===== src/rtl/multi_key_counter_pkg.sv =====
// Shared types and constants for the multi-channel keypad tally: BCD digit type,
// direction encodings, active-low 7-segment patterns and binary-to-BCD helper.
package multi_key_counter_pkg;

  typedef logic [3:0] bcd_t;

  typedef enum logic {
    DIR_UP   = 1'b0,
    DIR_DOWN = 1'b1
  } dir_e;

  // Active-low patterns, bit 6 = g ... bit 0 = a.
  localparam logic [6:0] SEG_0     = 7'h40;
  localparam logic [6:0] SEG_1     = 7'h79;
  localparam logic [6:0] SEG_2     = 7'h24;
  localparam logic [6:0] SEG_3     = 7'h30;
  localparam logic [6:0] SEG_4     = 7'h19;
  localparam logic [6:0] SEG_5     = 7'h12;
  localparam logic [6:0] SEG_6     = 7'h02;
  localparam logic [6:0] SEG_7     = 7'h78;
  localparam logic [6:0] SEG_8     = 7'h00;
  localparam logic [6:0] SEG_9     = 7'h10;
  localparam logic [6:0] SEG_BLANK = 7'h7F;

  // Values never exceed 99, so the quotient always fits one digit.
  function automatic logic [7:0] bin_to_bcd(input logic [6:0] v);
    logic [3:0] tens;
    tens = 4'(v / 7'd10);
    return {tens, 4'(v - 7'(tens) * 7'd10)};
  endfunction

endpackage


===== src/rtl/BCD_7Seg.sv =====
// Single BCD digit to active-low 7-segment decoder; non-decimal codes blank the digit.
module BCD_7Seg
  import multi_key_counter_pkg::*;
(
  input  logic [3:0] bcd,
  output logic [6:0] seg
);

  always_comb begin
    seg = SEG_BLANK;
    case (bcd)
      4'd0: seg = SEG_0;
      4'd1: seg = SEG_1;
      4'd2: seg = SEG_2;
      4'd3: seg = SEG_3;
      4'd4: seg = SEG_4;
      4'd5: seg = SEG_5;
      4'd6: seg = SEG_6;
      4'd7: seg = SEG_7;
      4'd8: seg = SEG_8;
      4'd9: seg = SEG_9;
      default: seg = SEG_BLANK;
    endcase
  end

endmodule


===== src/rtl/multi_key_counter_key.sv =====
// One push-button path: two-flop synchroniser, falling-edge press detector and
// auto-repeat hold counter; emits a one-cycle step pulse.
module key_step #(
  parameter int REPEAT_DELAY  = 25_000_000,
  parameter int REPEAT_PERIOD = 5_000_000
) (
  input  logic CLOCK_50,
  input  logic reset,
  input  logic key_n,
  input  logic clear,
  output logic step
);

  localparam int  HOLD_MAX  = (REPEAT_DELAY > REPEAT_PERIOD) ? REPEAT_DELAY : REPEAT_PERIOD;
  localparam int  HW        = $clog2(HOLD_MAX + 2);
  localparam bit  REP_EN    = (REPEAT_DELAY > 0);
  // A delay of one cycle coincides with the press itself, so the first
  // separate repeat comes one period later.
  localparam logic [HW-1:0] LOAD_FIRST  = (REPEAT_DELAY <= 1) ? HW'(REPEAT_PERIOD)
                                                              : HW'(REPEAT_DELAY - 1);
  localparam logic [HW-1:0] LOAD_PERIOD = HW'(REPEAT_PERIOD);

  logic          sync1_reg, sync2_reg, prev_reg;
  logic          live_reg, arm_reg;
  logic [HW-1:0] hold_reg, hold_next;
  logic          held, press, rep;

  // arm only sets once a genuine released sample has been seen, so a key
  // held through reset cannot produce a press on deassertion.
  always_ff @(posedge CLOCK_50 or posedge reset) begin
    if (reset) begin
      sync1_reg <= 1'b1;
      sync2_reg <= 1'b1;
      prev_reg  <= 1'b1;
      live_reg  <= 1'b0;
      arm_reg   <= 1'b0;
      hold_reg  <= '0;
    end else begin
      sync1_reg <= key_n;
      sync2_reg <= sync1_reg;
      prev_reg  <= sync2_reg;
      live_reg  <= 1'b1;
      arm_reg   <= arm_reg | (live_reg & sync1_reg);
      hold_reg  <= hold_next;
    end
  end

  assign held  = ~sync2_reg;
  assign press = arm_reg & prev_reg & ~sync2_reg;
  assign rep   = REP_EN && held && (hold_reg == HW'(1));
  assign step  = press | rep;

  // hold_reg counts down to the next repeat; 0 means idle.
  always_comb begin
    hold_next = hold_reg;
    if (clear || !held) begin
      hold_next = '0;
    end else if (press) begin
      hold_next = REP_EN ? LOAD_FIRST : '0;
    end else if (rep) begin
      hold_next = LOAD_PERIOD;
    end else if (hold_reg > HW'(1)) begin
      hold_next = hold_reg - HW'(1);
    end
  end

endmodule


===== src/rtl/multi_key_counter.sv =====
// N-channel keypad tally: per-channel BCD up/down counters with wrap or saturate,
// registered BCD sum of all channels, and 7-segment decoding of every digit.
module multi_key_counter
  import multi_key_counter_pkg::*;
#(
  parameter int N_CH          = 2,
  parameter int CNT_MAX       = 9,
  parameter int WRAP          = 1,
  parameter int REPEAT_DELAY  = 25_000_000,
  parameter int REPEAT_PERIOD = 5_000_000,
  parameter int SEG_AL        = 1
) (
  input  logic                CLOCK_50,
  input  logic                reset,
  input  logic [N_CH-1:0]     key_n,
  input  logic [N_CH-1:0]     dir,
  input  logic                clear,
  output logic [4*N_CH-1:0]   cnt,
  output logic [N_CH-1:0]     wrap_p,
  output logic [7:0]          sum,
  output logic [7*N_CH-1:0]   hex_ch,
  output logic [13:0]         hex_sum
);

  localparam bcd_t TOP = bcd_t'(CNT_MAX);

  logic [N_CH-1:0] step;
  logic [6:0]      total;
  logic [7:0]      sum_reg;
  logic [6:0]      sum_seg [2];

  genvar gi;
  generate
    for (gi = 0; gi < N_CH; gi++) begin : g_ch
      bcd_t       cnt_reg, cnt_next;
      logic       wrap_reg, wrap_next;
      logic [6:0] seg;

      key_step #(
        .REPEAT_DELAY (REPEAT_DELAY),
        .REPEAT_PERIOD(REPEAT_PERIOD)
      ) u_key (
        .CLOCK_50(CLOCK_50),
        .reset   (reset),
        .key_n   (key_n[gi]),
        .clear   (clear),
        .step    (step[gi])
      );

      always_comb begin
        cnt_next  = cnt_reg;
        wrap_next = 1'b0;
        if (clear) begin
          cnt_next = '0;
        end else if (step[gi]) begin
          if (dir_e'(dir[gi]) == DIR_UP) begin
            if (cnt_reg == TOP) begin
              if (WRAP != 0) begin
                cnt_next  = '0;
                wrap_next = 1'b1;
              end
            end else begin
              cnt_next = cnt_reg + 4'd1;
            end
          end else begin
            if (cnt_reg == '0) begin
              if (WRAP != 0) begin
                cnt_next  = TOP;
                wrap_next = 1'b1;
              end
            end else begin
              cnt_next = cnt_reg - 4'd1;
            end
          end
        end
      end

      always_ff @(posedge CLOCK_50 or posedge reset) begin
        if (reset) begin
          cnt_reg  <= '0;
          wrap_reg <= 1'b0;
        end else begin
          cnt_reg  <= cnt_next;
          wrap_reg <= wrap_next;
        end
      end

      BCD_7Seg u_seg (
        .bcd(cnt_reg),
        .seg(seg)
      );

      assign cnt[4*gi +: 4]    = cnt_reg;
      assign wrap_p[gi]        = wrap_reg;
      assign hex_ch[7*gi +: 7] = (SEG_AL != 0) ? seg : ~seg;
    end
  endgenerate

  always_comb begin
    total = '0;
    for (int i = 0; i < N_CH; i++) begin
      total = total + 7'(cnt[4*i +: 4]);
    end
  end

  // Sum follows the counts by one cycle.
  always_ff @(posedge CLOCK_50 or posedge reset) begin
    if (reset) begin
      sum_reg <= 8'h00;
    end else begin
      sum_reg <= bin_to_bcd(total);
    end
  end

  assign sum = sum_reg;

  generate
    for (gi = 0; gi < 2; gi++) begin : g_sum
      BCD_7Seg u_seg (
        .bcd(sum_reg[4*gi +: 4]),
        .seg(sum_seg[gi])
      );
      assign hex_sum[7*gi +: 7] = (SEG_AL != 0) ? sum_seg[gi] : ~sum_seg[gi];
    end
  endgenerate

endmodule


===== config.mk =====
export PLATFORM = sky130hd
export DESIGN_NAME = multi_key_counter
export DESIGN_NICKNAME = d
export VERILOG_FILES = /design/src/rtl/multi_key_counter_pkg.sv /design/src/rtl/BCD_7Seg.sv /design/src/rtl/multi_key_counter_key.sv /design/src/rtl/multi_key_counter.sv
export SDC_FILE = /design/constraint.sdc
export NUM_CORES = 1
export LEC_CHECK = 0
export ABC_AREA = 0
export BUFFER_PORTS_ARGS = -buffer_cell sky130_fd_sc_hd__buf_2
export CAP_MARGIN = 20
export CORE_MARGIN = 5
export CORE_UTILIZATION = 44
export CTS_BUF_LIST = sky130_fd_sc_hd__clkbuf_8 sky130_fd_sc_hd__clkbuf_16
export CTS_CLUSTER_SIZE = 30
export DETAILED_ROUTE_END_ITERATION = 10
export MAX_ROUTING_LAYER = met4
export PLACE_DENSITY_LB_ADDON = 0.1
export RECOVER_POWER = 100
export SYNTH_ARGS = -nofsm -noshare
export SYNTH_HDL_FRONTEND = slang
export SYNTH_SLANG_ARGS = --single-unit

===== constraint.sdc =====
create_clock -name CLOCK_50 -period 5 [get_ports CLOCK_50]
set_clock_uncertainty 0.1 [all_clocks]
set_input_delay 0.5 -clock CLOCK_50 [delete_from_list [all_inputs] [get_ports CLOCK_50]]
set_output_delay 0.5 -clock CLOCK_50 [all_outputs]
set_load 0.02 [all_outputs]

# [Word-level counts from Yosys, hierarchy flattened]
# Memory sizes are Yosys's and may differ from the RTL's.
# Index checks and enable logic that the tools add are counted.
[totals] mem_bits_ro=448 out_inout_bits=46 in_bits=7 register_bits=77 memories=4
[op_classes] n_eq_ne=4 multipliers=1 mux=28 order_cmp=2 n_addsub=8 div_mod_pow=1 bitwise=12 reduce_logical=10
[mem_list] memory="(no name shown)" words=16 word_bits=7 rd=1 rd_ports_with_merged_regs=0 wr=0 line="BCD_7Seg.sv:11" text="case (bcd)"
[mem_list] memory="(no name shown)" words=16 word_bits=7 rd=1 rd_ports_with_merged_regs=0 wr=0 line="BCD_7Seg.sv:11"
[mem_list] memory="(no name shown)" words=16 word_bits=7 rd=1 rd_ports_with_merged_regs=0 wr=0 line="BCD_7Seg.sv:11"
[mem_list] memory="(no name shown)" words=16 word_bits=7 rd=1 rd_ports_with_merged_regs=0 wr=0 line="BCD_7Seg.sv:11"
[ops] cell="$mux W25" count=8
[ops] cell="$eq A25 B1 Y1 const B" count=2
[ops] cell="$gt A25 B1 Y1 const B" count=2
[ops] cell="$sub A25 B1 Y25 const B" count=2
[ops] cell="$mux W4" count=10
[ops] cell="$mux W1" count=10
[ops] cell="$add A4 B1 Y4 const B" count=2
[ops] cell="$eq A4 B4 Y1 const B" count=2
[ops] cell="$logic_not A4 Y1" count=2
[ops] cell="$reduce_bool A4 Y1" count=2
[ops] cell="$sub A4 B1 Y4 const B" count=2
[ops] cell="$div A7 B4 Y7 const B" count=1
[ops] cell="$and A1 B1 Y1" count=6
[ops] cell="$add A4 B4 Y5" count=1
[ops] cell="$mul A4 B3 Y3 const B" count=1
[ops] cell="$or A1 B1 Y1" count=4
[ops] cell="$reduce_bool A2 Y1" count=2
[ops] cell="$sub A4 B4 Y4" count=1
[ops] cell="$logic_and A1 B1 Y1" count=2
[ops] cell="$logic_or A1 B1 Y1" count=2
[ops] cell="$not A1 Y1" count=2

# [Depth between registers and ports, before layout]
[depth] ltp_word=5 mapped_depth=13 depth_no_buf=13

# [By module]
# Synthesis repeated with hierarchy kept, for this count alone.
[hier_totals] hier_cells=591 hier_area_um2=5187.5
[by_module_without_submodules] mod="key_step" area_per_inst_um2=1555.2 n_inst=2 cells_each=159
[by_module_without_submodules] mod="multi_key_counter" area_per_inst_um2=1246.2 n_inst=1 cells_each=143
[by_module_without_submodules] mod="BCD_7Seg (g_ch[1].u_seg ...)" area_per_inst_um2=210.2 n_inst=3 cells_each=33
[by_module_without_submodules] mod="BCD_7Seg (g_ch[0].u_seg)" area_per_inst_um2=200.2 n_inst=1 cells_each=31

# [Worst setup path before layout]
# OpenSTA, ideal clock, no wires.
[synth_timing] kind="reg-to-reg" start="reg g_ch[1].cnt_reg[0]" end="reg sum_reg[3] (netlist: sum[3])" stages_incl_launch_ff=13 path_slack_ns=2.069 synth_period_minus_slack_ns=2.931 arrival_time_ns=2.750 n_path_buf=0 cell_sequence="dfrtp_1 ha_1 fa_1 xor2_1 or2_2 a21oi_1 mux2i_1 ha_1 inv_1 ha_1 nor3_1 a211o_1 a31oi_1"
[synth_between] elab_chain_len=4
[synth_lines] item="start: declaration" line="multi_key_counter.sv:35" text="bcd_t cnt_reg, cnt_next;"
[synth_lines] item="start signal: assignment" line="multi_key_counter.sv:83" text="cnt_reg <= cnt_next;"
[synth_lines] item="$add A4 B4 Y5 *" line="multi_key_counter.sv:102" text="total = total + 7'(cnt[4*i +: 4]);"
[synth_lines] item="$div A7 B4 Y7" line="multi_key_counter_pkg.sv:28" text="tens = 4'(v / 7'd10);"
[synth_lines] item="$mul A4 B3 Y3" line="multi_key_counter_pkg.sv:29" text="return {tens, 4'(v - 7'(tens) * 7'd10)};"
[synth_lines] item="$sub A4 B4 Y4 *" line="multi_key_counter_pkg.sv:29"
[synth_lines] item="end signal: assignment" line="multi_key_counter.sv:111" text="sum_reg <= bin_to_bcd(total);"
[synth_lines] item="end: declaration" line="multi_key_counter.sv:29" text="logic [7:0] sum_reg;"
# Every way passes the cells marked *; elsewhere a longest branch is shown, timed or not.
# A chain may end at the register's enable or synchronous reset.

==> results.md <==
* Most frequent cells in the layout: dfrtp_1, a21oi_1, nand2_1
* CTS clk-pin slew, worst paths at roughly 0.06 ns
* Setup Buffers After CTS at 0
* Initial antenna violation count at 0
* Register area at 1884 sq um
* Final setup viols at 0
* Leakage at 2.451 nW
* Ys flop type: dfrtp_1
* Max Root-Sink Buffers at 2
* Final worst-path setup slack at 1.779 ns
* CTS tree: built
* Peak VDD IR at approximately 0.19 mV
* Fill count at 1050
* Met2 WL post-DR at roughly 5400 um
* Data arrival, critical path at 3.18 ns
* Die width at 116.4 um
* Port bufs at 49
* Total GRT Usage at 18.88%
* Pins Over Slew Limit at just under 80
* Crit. End Element: async pin
* Num rows at 38
* Routed Antenna Nets at 0
* Placed cell areas at 5260 sq um
* F_max at ~0.31 GHz
* Synth Instances at between 500 and 600
* Root buf cell: clkbuf_16
* Part of the power in registers at roughly 35%
* Hold Vio Cnt, Final at 0
* Die Y at 116.4 um
* Overflow after GRT at 0
* Post-synthesis sequential area ratio at 37.84%
* DR iter-0 viols at 274
* Clock Latency Late Sink at 0.33 ns
* Min Tclk post-route at 3.221 ns
* Worst-Margin Slew at between 1.5 and 2 ns
* CTS Hold Buffers Added at 0
* Avg Synthesized Cell Area at 8.845 sq um
* RSZ-0062 raised after global routing: false
* Multi-input logic area at 2819 sq um
* Crit Path Class: input pin to async pin
* CP Data Required Time at 4.96 ns
* Largest net degree at the start of global routing at 40
* Setup WS pre-CTS at ~1.9 ns
* Starting Density at 45.34%
* Met3 WL at 640 um
* Setup TNS at 0 ns
* Final period utilization at 64.42%
* Metal1 wirelength at about 5500 um
* Via/cell ratio at 5.766
* H-tree depth at 3
* Core Area at 10980 sq um
* Most common cell after layout, fill and taps aside: dfrtp_1
* Internal cell power at 1.301 mW
* Switching Share at 36.94%
* Die area at 13550 sq um
* Slew headroom at -29.19%
* Area grow syn2layout at 9.472%
* Hold Path Class: input pin to flip-flop
* Wirelength per Cell at 15.72 um
* Diodes inserted at 0
* Post-synth ARST share at 100.0%
* Power density cells at 378.5 nW/um^2
* Clock network fraction of design power at 31.0%
* Fin cells at 743
* Via count at 4284
* Top Layer Used: met4
* Gate power share at 33.6%
* Max-cap viol count at 2
* Run status: finished with violations
* Syn Std Cell Area at 4980 sq um
* Synth warn at 0
* Placed insts at 727
* Clock sink count at 75
* Post-route cell area at 5451 sq um
* Hpwl dp at just over 8000 um
* Global-route wire length before repair at 19890 um
* DRT Pass-1 Iters at 5
* Switch Pwr at 0.7622 mW
* Flops & latches, synth at 75
* Proportion of layout cells with a drive suffix above 1 at 7.131%
* Failing checks: capacitance limit, slew limit
* Crit start category: input pin
* Distinct cells, synth at between 60 and 70
* Vias in the first global route at 4104
* I/O pin count at 53
* Post-synth EDFFs at 0
* Final Util at roughly half
* CP max FO at 39
* CTS resizes at 0
* Global placement routability congestion at around 0.87
* CTS Buf Count at 9
* Drc violations at 0
* Max FFs per register at 50
* Post-Route WL at 11680 um
* Final-stage net count at 631
-- cells by family after synthesis --
| group | count (synthesis) | synth area share [%] |
|---|---|---|
| muxes | 8 | 1.884 |
| DFF | 75 | 37.84 |
| AOI/OAI and AO/OA | 139 | 16.76 |
| xor gates and xnor gates | 25 | 4.397 |
| and+or+nand+nor | 238 | 27.44 |
| buffers and inverters | 50 | 4.849 |
| adders and majority gates | 26 | 6.683 |
| other | 2 | 0.1508 |
-- metal layers --
metal / vias to the layer above / GRT usage (%)
li1: 2108 / -
met3: 17 / 3.005
met1: 2037 / 25.21
met4: 0 / 7.270
met2: 122 / 28.91
met5: - / -
-- Yosys cell counts (2+ instances only) --
cell       count  area share (%)
inv_1         21             1.6
nand3b_1       6            0.90
dfrtp_1       69              35
or4b_2         2            0.40
o2111ai_1      3            0.53
nor2_1        44             3.3
nor3_1        27             2.7
conb_1         2            0.15
o31ai_1        6            0.90
or4_4          4            0.90
o31a_1         4            0.70
or4_1          7             1.1
o21ai_0       27             2.7
buf_2          4            0.40
nand4b_1       2            0.35
and4_1         2            0.35
o311a_1        2            0.40
nand2b_1       9             1.1
nand4_1        6            0.75
a211o_1        2            0.35
buf_4          7             1.1
xnor2_1       13             2.3
nor4_1        11             1.4
a31oi_1        8             1.0
or2_2          7            0.88
a21oi_1       62             6.2
nor4_4         2            0.85
nand3_1        7            0.70
nand2_1       52             3.9
nand4bb_1      2            0.45
and3_1        10             1.3
and2_1         2            0.25
clkbuf_1      15             1.1
ha_1          25             6.3
buf_6          3            0.68
nor2b_1        4            0.50
nor3_4         2            0.65
nor3b_1        5            0.75
or3_1         15             1.9
a21o_1         4            0.60
a211oi_1      12             1.8
mux2i_1        6             1.2
dfstp_2        6             3.2
xor2_1        12             2.1
-- path summary, 6_finish.rpt --
kind,slack (ns),startpoint,end,cells past startpoint
max reg2reg,1.79,g_ch[1].cnt_reg[0],sum[3],13
min in group asynchronous,0.52,reset,sum[3],2
min reg2reg,0.27,g_ch[0].u_key.sync1_reg,g_ch[0].u_key.sync2_reg,0
max,1.78,reset,g_ch[1].cnt_reg[0],3
min,0.16,key_n[0],g_ch[0].u_key.sync1_reg,1
max in group CLOCK_50,1.79,g_ch[1].cnt_reg[0],sum[3],13
-- power by group through the flow --
stage	combinational (mW)	sequential, mW	clock [mW]
after floorplan	0.556	0.732	0
after global placement	0.712	0.739	0
after detailed placement	0.720	0.741	0
after CTS	0.724	0.731	0.660
after global routing	0.780	0.742	0.689
final	0.693	0.731	0.640
-- critical path, stage by stage --
cell and delay, ns:
buf_2 0.09, inv_1 1.08, clkbuf_1 1.48
-- final cells by class --
class                   count  share of cell area, %
repair buffers             51                  3.649
flip-flops and latches     75                  34.57
inverters                  21                  1.446
well taps                 140                  3.213
clock buffers              10                  4.384
multi-input cells         440                  51.71
clock inverters             6                  1.033
-- through the flow --
stage,power (mW),hold WS (ns)
finish,2.064,0.1632
global route,2.211,0.1473
CTS,2.115,0.1460
detailed placement,1.461,0.2579
global placement,1.450,0.2561
floorplan,1.288,0.2540
Note: power is estimated with default switching activity, not from simulation.
